File: src/rtl/alu_defs.sv
// ALU operation, ALUOp and funct encodings shared by the ID/EX stage and its ALU decoder.
package alu_defs;

  localparam logic [3:0] ALU_AND = 4'b0000;
  localparam logic [3:0] ALU_OR  = 4'b0001;
  localparam logic [3:0] ALU_ADD = 4'b0010;
  localparam logic [3:0] ALU_SUB = 4'b0110;
  localparam logic [3:0] ALU_SLT = 4'b0111;

  localparam logic [1:0] ALUOP_ADD   = 2'b00;
  localparam logic [1:0] ALUOP_SUB   = 2'b01;
  localparam logic [1:0] ALUOP_RTYPE = 2'b10;
  localparam logic [1:0] ALUOP_SLTI  = 2'b11;

  localparam logic [5:0] FUNCT_ADD = 6'b100000;
  localparam logic [5:0] FUNCT_SUB = 6'b100010;
  localparam logic [5:0] FUNCT_AND = 6'b100100;
  localparam logic [5:0] FUNCT_OR  = 6'b100101;
  localparam logic [5:0] FUNCT_SLT = 6'b101010;

  typedef struct packed {
    logic [3:0] operation;
    logic       illegal;
  } alu_ctl_t;

endpackage

File: src/rtl/alu_control.sv
// Combinational ALU decoder: {ALUOp, funct} -> 4-bit ALU operation plus an illegal-funct flag.
module alu_control
  import alu_defs::*;
(
  input  logic [1:0] alu_op,
  input  logic [5:0] funct,
  output alu_ctl_t   ctl
);

  always_comb begin
    ctl.operation = ALU_ADD;
    ctl.illegal   = 1'b0;
    case (alu_op)
      ALUOP_ADD:  ctl.operation = ALU_ADD;
      ALUOP_SUB:  ctl.operation = ALU_SUB;
      ALUOP_SLTI: ctl.operation = ALU_SLT;
      default: begin
        case (funct)
          FUNCT_ADD: ctl.operation = ALU_ADD;
          FUNCT_SUB: ctl.operation = ALU_SUB;
          FUNCT_AND: ctl.operation = ALU_AND;
          FUNCT_OR:  ctl.operation = ALU_OR;
          FUNCT_SLT: ctl.operation = ALU_SLT;
          // unsupported R-type: harmless add, flagged so EX can trap it
          default:   ctl.illegal   = 1'b1;
        endcase
      end
    endcase
  end

endmodule

File: src/rtl/id_ex_stage.sv
// ID/EX pipeline register with ALU decode, optional operand forwarding and ALUSrc/RegDst muxing.
// Define ID_EX_FWD_EN to enable forwarding of EX/MEM and MEM/WB results into the ALU operands.
module id_ex_stage
  import alu_defs::*;
#(
  parameter int W  = 32,
  parameter int RW = 5
) (
  input  logic          clk,
  input  logic          reset,
  input  logic          stall,
  input  logic          flush,
  input  logic          id_valid,
  input  logic [W-1:0]  id_pc4,
  input  logic [W-1:0]  id_rs_data,
  input  logic [W-1:0]  id_rt_data,
  input  logic [15:0]   id_imm16,
  input  logic [RW-1:0] id_rs,
  input  logic [RW-1:0] id_rt,
  input  logic [RW-1:0] id_rd,
  input  logic [5:0]    id_funct,
  input  logic [1:0]    id_alu_op,
  input  logic          id_alu_src,
  input  logic          id_reg_dst,
  input  logic          id_reg_write,
  input  logic          id_mem_read,
  input  logic          id_mem_write,
  input  logic          id_mem_to_reg,
  input  logic          id_branch,
  input  logic [1:0]    fwd_a_sel,
  input  logic [1:0]    fwd_b_sel,
  input  logic [W-1:0]  exmem_result,
  input  logic [W-1:0]  memwb_result,
  output logic          ex_valid,
  output logic [W-1:0]  alu_a,
  output logic [W-1:0]  alu_b,
  output logic [3:0]    alu_operation,
  output logic [W-1:0]  ex_mem_wdata,
  output logic [RW-1:0] ex_write_reg,
  output logic [RW-1:0] ex_rs,
  output logic [RW-1:0] ex_rt,
  output logic [W-1:0]  ex_pc4,
  output logic [W-1:0]  ex_imm,
  output logic          ex_reg_write,
  output logic          ex_mem_read,
  output logic          ex_mem_write,
  output logic          ex_mem_to_reg,
  output logic          ex_branch,
  output logic          ex_illegal
);

  typedef struct packed {
    logic          valid;
    logic [W-1:0]  pc4;
    logic [W-1:0]  rs_data;
    logic [W-1:0]  rt_data;
    logic [W-1:0]  imm;
    logic [RW-1:0] rs;
    logic [RW-1:0] rt;
    logic [RW-1:0] write_reg;
    logic [3:0]    operation;
    logic          alu_src;
    logic          reg_write;
    logic          mem_read;
    logic          mem_write;
    logic          mem_to_reg;
    logic          branch;
    logic          illegal;
  } ex_reg_t;

  alu_ctl_t ctl;
  ex_reg_t  ex_d, ex_q;
  logic [W-1:0] rs_value, rt_value;

  alu_control u_alu_control (
    .alu_op (id_alu_op),
    .funct  (id_funct),
    .ctl    (ctl)
  );

  // An invalid ID slot is captured exactly like a flush bubble.
  always_comb begin
    ex_d = '0;
    if (id_valid) begin
      ex_d.valid      = 1'b1;
      ex_d.pc4        = id_pc4;
      ex_d.rs_data    = id_rs_data;
      ex_d.rt_data    = id_rt_data;
      ex_d.imm        = {{(W-16){id_imm16[15]}}, id_imm16};
      ex_d.rs         = id_rs;
      ex_d.rt         = id_rt;
      ex_d.write_reg  = id_reg_dst ? id_rd : id_rt;
      ex_d.operation  = ctl.operation;
      ex_d.alu_src    = id_alu_src;
      ex_d.reg_write  = id_reg_write & ~ctl.illegal;
      ex_d.mem_read   = id_mem_read;
      ex_d.mem_write  = id_mem_write & ~ctl.illegal;
      ex_d.mem_to_reg = id_mem_to_reg;
      ex_d.branch     = id_branch;
      ex_d.illegal    = ctl.illegal;
    end
  end

  always_ff @(posedge clk) begin
    if (reset || flush) ex_q <= '0;
    else if (!stall)    ex_q <= ex_d;
  end

`ifdef ID_EX_FWD_EN
  always_comb begin
    case (fwd_a_sel)
      2'b10:   rs_value = exmem_result;
      2'b01:   rs_value = memwb_result;
      default: rs_value = ex_q.rs_data;
    endcase
    case (fwd_b_sel)
      2'b10:   rt_value = exmem_result;
      2'b01:   rt_value = memwb_result;
      default: rt_value = ex_q.rt_data;
    endcase
  end
`else
  logic unused_fwd;
  assign unused_fwd = ^{fwd_a_sel, fwd_b_sel, exmem_result, memwb_result};
  assign rs_value   = ex_q.rs_data;
  assign rt_value   = ex_q.rt_data;
`endif

  assign ex_valid      = ex_q.valid;
  assign alu_a         = rs_value;
  assign alu_b         = ex_q.alu_src ? ex_q.imm : rt_value;
  assign alu_operation = ex_q.operation;
  assign ex_mem_wdata  = rt_value;
  assign ex_write_reg  = ex_q.write_reg;
  assign ex_rs         = ex_q.rs;
  assign ex_rt         = ex_q.rt;
  assign ex_pc4        = ex_q.pc4;
  assign ex_imm        = ex_q.imm;
  assign ex_reg_write  = ex_q.reg_write;
  assign ex_mem_read   = ex_q.mem_read;
  assign ex_mem_write  = ex_q.mem_write;
  assign ex_mem_to_reg = ex_q.mem_to_reg;
  assign ex_branch     = ex_q.branch;
  assign ex_illegal    = ex_q.illegal;

endmodule

File: config.mk
export PLATFORM = sky130hd
export DESIGN_NAME = id_ex_stage
export DESIGN_NICKNAME = d
export VERILOG_FILES = /design/src/rtl/alu_defs.sv /design/src/rtl/alu_control.sv /design/src/rtl/id_ex_stage.sv
export SDC_FILE = /design/constraint.sdc
export NUM_CORES = 1
export LEC_CHECK = 0
export BUFFER_PORTS_ARGS = -buffer_cell sky130_fd_sc_hd__buf_4
export CAP_MARGIN = 20
export CORE_UTILIZATION = 25
export DETAILED_ROUTE_END_ITERATION = 8
export PLACE_DENSITY_LB_ADDON = 0.2
export SLEW_MARGIN = 15
export SYNTH_ARGS = -nofsm -noshare
export SYNTH_HDL_FRONTEND = slang
export SYNTH_SLANG_ARGS = --single-unit
File: constraint.sdc
create_clock -name clk -period 2.3 [get_ports clk]
set_clock_uncertainty 0.2 [all_clocks]
set_input_delay 0.345 -clock clk [delete_from_list [all_inputs] [get_ports clk]]
set_output_delay 0.345 -clock clk [all_outputs]
set_load 0.1 [all_outputs]
* Yosys cells after proc, flatten, opt, wreduce, memory -nomap -nowiden
Index checks and enable logic that the tools add are counted. W data, S select, Z words.
Storage, ports and cells: bits in registers 155, input bits 215, output and inout port bits 186
Operators by class: eq/ne operators 7, multiplexer cells 7, bitwise logic cells 3, reduce and logical (&&, ||, !) cells 4
Operator list (count):
- $mux W155 | 1
- $mux W32 | 1
- $eq A6 B6 Y1 const B | 5
- $pmux W3 S4 | 1
- $pmux W3 S3 | 1
- $mux W5 | 1
- $reduce_or A5 Y1 | 1
- $reduce_or A3 Y1 | 1
- $and A1 B1 Y1 | 2
- $eq A2 B1 Y1 const B | 1
- $eq A2 B2 Y1 const B | 1
- $logic_not A2 Y1 | 1
- $mux W1 | 2
- $logic_or A1 B1 Y1 | 1
- $not A1 Y1 | 1

* Depth between registers and ports, before layout
Gate-level depths: netlist of the first run.
depth in word-level cells 7, mapped depth 6, depth with buffers taken out 3

* Hierarchy
A second synthesis of the first run with hierarchy kept.
Unflattened totals: cell total of the unflattened synthesis 830, area, all modules 6907.9 um^2
By module, submodules not included:
- id_ex_stage | times used 1, cells an instance 816, area each 6806.5 um^2, seq. area each 2782.7 um^2
- alu_control | times used 1, cells an instance 14, area each 101.3 um^2, seq. area each 0.0 um^2

* Worst setup path before layout of the first run
OpenSTA, ideal clock, no wires.
path type register -> output, start point register ex_q[6] (netlist name), end point output port alu_b[19], arrival time 2.741 ns, path slack -0.986 ns, cell stages (with the launch flop) 4, buffers on the path 2, cells stage by stage dfxtp_1 -> clkbuf_1 -> clkbuf_1 -> o21ai_0
On the way: cells in the longest elaborated chain, start to end 1
RTL lines:
- start, declared | RTL line id_ex_stage.sv:72 | ex_reg_t ex_d, ex_q;
- start signal, assigned | RTL line id_ex_stage.sv:105 | if (reset || flush) ex_q <= '0;
- start signal, assigned | RTL line id_ex_stage.sv:106 | else if (!stall) ex_q <= ex_d;
- $mux W32 | RTL line id_ex_stage.sv:131 | assign alu_b = ex_q.alu_src ? ex_q.imm : rt_value;
- end, declared | RTL line id_ex_stage.sv:36 | output logic [W-1:0] alu_b,
No other way between the ends.

* Worst setup path in the final report of the first run
start point register ex_q[6] (netlist name), end point output port alu_b[1]
The elaborated chain is that of the path after synthesis.

==> run summary, run 1 <==
outcome: completed
CTS tree: done
fin. max-slew vios: 0
DRC Markers: 0
VDD IR max: 323.7 uV
antenna-violating nets left: 0
top post-synthesis cells by area: dfxtp_1 (45%), buf_4 (18%), a22oi_1 (16%)
Post-Syn Area: 6157 um^2
Die ar.: 25260 um^2
pin count of the biggest net entering global routing: 84
share of the synthesized area in the top cell type: 44.87%
Starting Density: 25.39%
unrepaired setup endpoints after global routing: false
nets: 1198
synth warn: 0
Ports: 401
fraction of layout cells with a size suffix above 1: 39.26%
Clk pin slew, worst setup/hold paths: 70 ps
Post-synth top cells: buf_4 (148), dfxtp_1 (138), nor2_1 (133)
first-pass GRT wire length: 31600 um
Port Buffers: 331
Top FF cell, synth: dfxtp_1
final hold vios: 0
post-DP HPWL: 12290 um
Detailed Route Iter0 Violations: 302
total core area: 24250 um^2
clk sinks: 138
Max transition margin: 56.38%
Fillers: 2425
# diodes: 0
CP Capture Type: output pin
startpoint types: flop
Multi-input gate area: 2018 um^2
vias in the first global route: 5894
detailed-router iteration count before antenna repair: 6
critical-path cell list: buf_12 > buf_4 > mux2_2 > buf_4
fraction of registers with async set/reset: 0%
placement row count: 57
Pwr Total: 0.006617 W
Seq cells post-synth: 138
total global-route track usage: 15.55%
Pwr Density: 666.3 nW/um^2
Max FO, Critical Path: 11
gpl congestion: 0.7659
mean routed wirelength per cell: 15.08 um
Max stage delay on crit path: 400 ps
WP data arrival: 1680 ps
clk buf depth: 2
Die Height: 158.9 um
CTS Buf Count: 17
crit path max-delay cell type: dfxtp_4
Final setup viols: 0
Layout area overhead: 61.29%
total routed wirelength: 19910 um
Yosys cell types: 28
EDFF count, synth: 0
initial antenna violation count: 0
register area: 2766 um^2
Tightest Pin Transition: 654.3 ps
clk_lat worst skew: 410 ps
Pleak: 4.387 nW
net count after synthesis: 898
via count: 5640
most frequent CP cell: buf_4
Die Width: 158.9 um
MaxCap Viol Count: 0
HP Class: primary input to flop
fmax: 449.8 MHz
crit path kind: flop to output pin
H-tree Lvls: 4
required time of the critical path: 1750 ps
vias per std cell: 4.273
crit share post-route: 96.67%
Synth Instances: 683
most frequent cell after synthesis: buf_4
fin crit period: 2223 ps
sequential share of the synthesized area: 44.87%
GR Overflow Total: 0
Syn Area/Cell: 9.015 um^2
clk root buf: clkbuf_16
setup TNS: 0 ps
Synth area leader: dfxtp_1
-- repair_timing --
action,in CTS,in global routing
setup buffers,0,7
setup endpoints to repair,16,16
resized for setup,15,2
cloned,1,0
hold buffers,129,0
hold endpoints to repair,129,0
-- placed cells by master (no fill, tap or decap), types with 2 or more instances in the layout --
| cell | n |
|---|---|
| inv_6 | 3 |
| dfxtp_1 | 137 |
| mux2_1 | 17 |
| buf_4 | 328 |
| nor2_1 | 133 |
| nand3_1 | 3 |
| inv_1 | 18 |
| mux2_2 | 3 |
| nand2_1 | 4 |
| buf_6 | 14 |
| clkinv_2 | 2 |
| a32o_1 | 3 |
| nor4bb_1 | 2 |
| clkinv_4 | 2 |
| o21ai_2 | 4 |
| clkbuf_16 | 17 |
| a21oi_1 | 2 |
| clkinvlp_4 | 3 |
| dlygate4sd3_1 | 129 |
| a22oi_1 | 131 |
| bufinv_16 | 3 |
| buf_12 | 6 |
| o21ai_1 | 15 |
-- through the flow --
step           worst slack (ps)  util, %  hold WS [ps]  instances  area [um^2]
2_1_floorplan            -258.0        -         273.8        683         6165
5_1_grt                  0.6756    40.95         34.14       1320         9931
3_3_place_gp              428.9    32.51         263.1       1151         7883
4_1_cts                   17.37    40.71         5.392       1313         9871
3_5_place_dp              408.3    32.51         266.8       1151         7883
6_report                  76.58    40.95         37.28       1320         9931
-- report_power, final --
part           switching (W)  internal [W]
Combinational       0.000781      0.000488
Clock                0.00113       0.00175
Sequential         0.0000313       0.00244
Total                0.00194       0.00467
-- routing by layer --
layer	share of wire [%]	global-route usage [%]	vias to the layer above
li1	-	-	2793
met1	42	18.05	2620
met2	50	27.23	205
met3	6.4	4.454	22
met4	1.8	5.376	0
met5	0	0	-
-- layout make-up --
type	count	area share, %
clock buffers	19	4.460
clock inverters	13	1.676
repair buffers	478	40.92
multi-input cells	330	20.32
inverters	18	0.6804
flip-flops and latches	138	27.86
well taps	324	4.082
-- final timing paths --
check / from / to / slack (ps) / depth (start not counted)
max: ex_q[6] / alu_b[1] / 80 / 4
min: id_alu_op[1] / alu_operation[0] / 40 / 3
max reg2reg: ex_imm[30] / ex_imm[30] / 1200 / 3
min reg2reg: ex_mem_write / ex_mem_write / 270 / 2
-- worst max-delay path, delay by kind of cell, from the launching register on --
family / cells / cell delay, ps
DFF: 1 / 400
buffers and inverters: 3 / 530
muxes: 1 / 330
-- cells by family after synthesis --
| kind of cell | Yosys count | synth area share [%] |
|---|---|---|
| buf+inv | 215 | 22.76 |
| compound gates | 158 | 18.55 |
| simple gates | 150 | 9.937 |
| flops | 138 | 44.87 |
| mux | 21 | 3.820 |
| other cells | 1 | 0.06090 |
Power figures use the tool's default switching activity.
==> run 2: changes to the inputs <==
PLACE_DENSITY_LB_ADDON = not set   (was 0.2)
==> run summary, run 2 (synthesis results as in run 1) <==
most common cell after layout, fill and taps aside: buf_4 (unchanged)
hold wc startpoint: id_alu_op[1] (unchanged)
Die Height: 158.9 um (unchanged)
post-DP HPWL: 12040 um (was 12290 um)
total routed wirelength: 18960 um (was 19910 um)
VDD IR max: 342.4 uV (was 323.7 uV)
commonest non-fill, non-tap cells in the layout: buf_4 (338), dfxtp_1 (137), nor2_1 (133), a22oi_1 (131), dlygate4sd3_1 (128) (was buf_4 (328), dfxtp_1 (137), nor2_1 (133), a22oi_1 (131), dlygate4sd3_1 (129))
WL met3: 1204 um (was 1277 um)
clk buf depth: 2 (unchanged)
mean routed wirelength per cell: 14.44 um (was 15.08 um)
clk root buf: clkbuf_16 (unchanged)
flop2flop setup slack: 1200 ps (about the same)
crit share post-route: 95.34% (was 96.67%)
initial antenna violation count: 0 (unchanged)
switching pwr: 0.001901 W (was 0.001945 W)
switching share of power: 29.84% (was 29.39%)
CTS resizes: 0 (was 15)
Pleak: 4.304 nW (was 4.387 nW)
startpoint types: flop (unchanged)
Max FO, Critical Path: 14 (was 11)
first-pass GRT wire length: 29990 um (was 31600 um)
WP data arrival: 1650 ps (was 1680 ps)
via count: 5738 (was 5640)
outcome: completed (unchanged)
antenna-violating nets left: 0 (unchanged)
worst r2r dst: ex_imm[30] (unchanged)
crit path kind: flop to output pin (unchanged)
Die Width: 158.9 um (unchanged)
Starting Density: 25.39% (unchanged)
# diodes: 0 (unchanged)
total global-route track usage: 14.67% (was 15.55%)
Top Layer Used: met4 (unchanged)
DRC Markers: 0 (unchanged)
clk_lat worst skew: 400 ps (was 410 ps)
total core area: 24250 um^2 (unchanged)
detailed-router iteration count before antenna repair: 4 (was 6)
placement row count: 57 (unchanged)
final core occ: 40.14% (was 40.95%)
Final setup viols: 0 (unchanged)
Clock power frac: 41.5% (was 43.5%)
final hold vios: 0 (unchanged)
Die ar.: 25260 um^2 (unchanged)
CTS Buf Count: 17 (unchanged)
vias per std cell: 4.370 (was 4.273)
fin crit period: 2193 ps (was 2223 ps)
post-route setup slack: 107.2 ps (was 76.58 ps)
Ports: 401 (unchanged)
HP Class: primary input to flop (unchanged)
Reg-to-Reg Start: ex_imm[30] (unchanged)
Port Buffers: 331 (unchanged)
met1 wire length: 8019 um (was 8388 um)
MaxCap Viol Count: 0 (unchanged)
nets: 1191 (was 1198)
clk sinks: 138 (unchanged)
Tightest Pin Transition: 654.7 ps (was 654.3 ps)
vias in the first global route: 5791 (was 5894)
Worst Hold Path EP: alu_operation[0] (unchanged)
Setup Slack @ Placement: 520.8 ps (was 408.3 ps)
H-tree Lvls: 4 (unchanged)
Detailed Route Iter0 Violations: 310 (was 302)
gpl congestion: 0.7788 (was 0.7659)
Layout area overhead: 58.10% (was 61.29%)
final non-filler cell total: 1313 (was 1320)
Pwr Density: 654.5 nW/um^2 (was 666.3 nW/um^2)
Post-Place Cells: 1153 (was 1151)
Clk pin slew, worst setup/hold paths: 60 ps (was 70 ps)
GR Overflow Total: 0 (unchanged)
Max transition margin: 56.24% (was 56.38%)
pin count of the biggest net entering global routing: 139 (was 84)
worst hold stages: 3 (unchanged)
Int Pwr: 0.004470 W (was 0.004672 W)
fraction of layout cells with a size suffix above 1: 38.83% (was 39.26%)
Pwr Total: 0.006371 W (was 0.006617 W)
Combinational Power Share: 19.7% (was 19.2%)
setup TNS: 0 ps (unchanged)
CP Capture Type: output pin (unchanged)
number of cells on the worst reg-to-reg path: 3 (unchanged)
WL met2: 9175 um (was 9889 um)
CTS tree: done (unchanged)
fraction of power consumed by sequential logic: 38.8% (was 37.3%)
required time of the critical path: 1750 ps (about the same)
fin. max-slew vios: 0 (unchanged)
fmax: 456.0 MHz (was 449.8 MHz)
unrepaired setup endpoints after global routing: false (unchanged)
==> run 2: worst max-delay path by stage <==
stage,cells after the start,end,from
after floorplan,3,alu_b[19],ex_q[6]
after global placement,3,alu_b[0],ex_q[6]
final,3,alu_b[7],ex_q[6]
after CTS,3,alu_b[1],ex_q[6]
after detailed placement,3,alu_b[1],ex_q[6]
after global routing,3,alu_b[4],ex_q[6]
==> run 2: final cells by class <==
type	count	area [um^2]
clock buffer	19	452.9
tap	324	405.4
fill	2374	14510
timing repair buffer	471	3919
sequential	138	2764
multi-input combinational	330	2011
clock inverter	13	115.1
inverter	18	67.56
==> run 2: repair_timing <==
item	CTS	global route
setup buffers	0	0
endpoints found under the hold margin	128	0
hold buffers	128	0
==> run 2: metrics by stage <==
step / hold WS, ps / cell area, um^2
finish: 44.50 / 9734
global placement: 269.2 / 7885
floorplan: 273.8 / 6165
global route: 44.14 / 9734
detailed placement: 272.4 / 7885
CTS: 20.55 / 9734
==> run 2: metal layers <==
metal / GRT usage (%) / vias up
li1: - / 2783
met1: 16.70 / 2680
met2: 25.32 / 243
met3: 4.376 / 32
met4: 6.469 / 0
met5: 0 / -
==> run 2: critical path, cell delays in order (launching register included) <==
cell and delay, ps:
dfxtp_2 380, buf_4 260, mux2_1 360, buf_4 240
==> run 2: power by group through the flow <==
stage | sequential [W] | combinational (W) | clock, W
finish | 0.00247 | 0.00125 | 0.00265
global route | 0.00248 | 0.00132 | 0.00285
CTS | 0.00247 | 0.00125 | 0.00274
detailed placement | 0.00252 | 0.00107 | 0
global placement | 0.00252 | 0.00107 | 0
floorplan | 0.00253 | 0.000764 | 0
==> run 3: changes to the inputs <==
clock period = 2.8 ns   (was 2.3 ns; I/O delays follow)
==> run summary, run 3 (synthesis results as in run 1) <==
crit-path leading delay family: buffers and inverters (unchanged)
total core area: 24250 um^2 (unchanged)
Die ar.: 25260 um^2 (unchanged)
fraction of layout cells with a size suffix above 1: 43.99% (was 38.83%)
Starting Density: 25.39% (unchanged)
most common cell after layout, fill and taps aside: buf_4 (unchanged)
gpl congestion: 0.8106 (was 0.7788)
Detailed Route Iter0 Violations: 343 (was 310)
CTS Buf Count: 17 (unchanged)
crit path max-delay cell type: mux2_1 (was dfxtp_2)
hold slack: 42.78 ps (was 44.50 ps)
clk_lat worst skew: 400 ps (about the same)
outcome: completed (unchanged)
clk root buf: clkbuf_16 (unchanged)
final non-filler cell total: 1181 (was 1313)
via count: 5159 (was 5738)
HP Class: primary input to flop (unchanged)
Ports: 401 (unchanged)
CTS tree: done (unchanged)
crit share post-route: 86.45%
total global-route track usage: 13.66% (was 14.67%)
unrepaired setup endpoints after global routing: false (unchanged)
Die Height: 158.9 um (unchanged)
crit path kind: flop to output pin (unchanged)
Final setup viols: 0 (unchanged)
Port Buffers: 331 (unchanged)
Die Width: 158.9 um (unchanged)
commonest non-fill, non-tap cells in the layout: buf_4 (335), dfxtp_1 (138), nor2_1 (133), a22oi_1 (131), inv_1 (18) (was buf_4 (338), dfxtp_1 (137), nor2_1 (133), a22oi_1 (131), dlygate4sd3_1 (128))
CP Capture Type: output pin (unchanged)
number of cells on the worst reg-to-reg path: 3 (unchanged)
nets: 1060 (was 1191)
GR Overflow Total: 0 (unchanged)
clk sinks: 138 (unchanged)
vias per std cell: 4.368 (was 4.370)
Max transition margin: 57.00% (was 56.24%)
Post-Place Cells: 1150 (was 1153)
mean routed wirelength per cell: 15.05 um (was 14.44 um)
Crit path depth: 3 (unchanged)
first-pass GRT wire length: 27480 um (was 29990 um)
WP data arrival: 1800 ps (was 1650 ps)
DRC Markers: 0 (unchanged)
fin. max-slew vios: 0 (unchanged)
antenna-violating nets left: 0 (unchanged)
Max FO, Critical Path: 24 (was 14)
detailed-router iteration count before antenna repair: 4 (unchanged)
placement row count: 57 (unchanged)
required time of the critical path: 2180 ps (was 1750 ps)
fmax: 413.1 MHz
most frequent CP cell: buf_4 (unchanged)
VDD IR max: 311.2 uV (was 342.4 uV)
worst hold stages: 3 (unchanged)
Tightest Pin Transition: 645.1 ps (was 654.7 ps)
final hold vios: 0 (unchanged)
pin count of the biggest net entering global routing: 139 (unchanged)
clk buf depth: 2 (unchanged)
critical-path cell list: buf_4 > mux2_1 > buf_4 (unchanged)
vias in the first global route: 5019 (was 5791)
Pwr Density: 614.3 nW/um^2 (was 654.5 nW/um^2)
Pleak: 3.773 nW (was 4.304 nW)
Clk pin slew, worst setup/hold paths: 60 ps (about the same)
Layout area overhead: 37.23% (was 58.10%)
MaxCap Viol Count: 0 (unchanged)
Max stage delay on crit path: 400 ps (was 380 ps)
# diodes: 0 (unchanged)
post-DP HPWL: 12460 um (was 12040 um)
startpoint types: flop (unchanged)
Post-CTS Hold Fix Bufs: 0 (was 128)
Critical path buffers and inverters: 2 (unchanged)
total routed wirelength: 17780 um (was 18960 um)
fin crit period: 2421 ps
initial antenna violation count: 0 (unchanged)
H-tree Lvls: 4 (unchanged)
run 3: cell types whose count changed in the layout (fill, tap and decap cells not counted), sizes merged:
| cell | delta |
|---|---|
| buf | -3 |
| bufinv | +2 |
| clkinv | +5 |
| clkinvlp | -4 |
| dlygate4sd3 | -128 |
| inv | -4 |
run 3: report_power, final:
group	leakage (nW)	internal (W)	switching, W
registers	1.12	0.00200	0.0000262
clock network	0.296	0.00142	0.000866
logic	2.36	0.000275	0.000601
run 3: metal layers:
metal	up-vias	GRT usage, %	part of all wire [%]
met5	-	0	0
met4	0	3.759	0.86
met3	8	4.715	8.0
met2	213	24.18	51
met1	2426	15.51	40
li1	2512	-	-
run 3: path summary, 6_finish.rpt:
check,start,slack [ps],endpoint
worst max-delay path,ex_q[6],380,alu_b[10]
worst min-delay path,id_rs_data[6],40,alu_a[6]
worst max register to register,ex_imm[30],1650,ex_imm[30]
worst min register to register,ex_reg_write,280,ex_reg_write
run 3: what timing repair did:
| action | 4_1_cts | 5_1_grt |
|---|---|---|
| resized for setup | 0 | 1 |
| buffers inserted | 0 | 0 |
| setup endpoints to repair | 0 | 6 |
run 3: layout make-up:
class	instances	area, um^2
Fill cell	2561	15800
Sequential cell	138	2763
Tap cell	324	405.4
Timing Repair Buffer	340	2615
Inverter	18	67.56
Multi-Input combinational cell	330	2006
Clock inverter	12	150.1
Clock buffer	19	442.9
run 3: tightest hold or removal path: stages:
cell,delay [ps]
buf_4,70
a22oi_1,50
nor2_1,70
run 3: stage by stage:
step | setup slack, ps | total power [W] | area [um^2] | setup TNS (ps) | util, %
3_3_place_gp | 556.7 | 0.002946 | 7854 | 0 | 32.39
3_5_place_dp | 563.1 | 0.002952 | 7854 | 0 | 32.39
6_report | 379.4 | 0.005190 | 8449 | 0 | 34.85
4_1_cts | 106.1 | 0.005275 | 8447 | 0 | 34.83
2_1_floorplan | -560.9 | 0.002706 | 6157 | -5609 | -
5_1_grt | 212.5 | 0.005412 | 8449 | 0 | 34.85
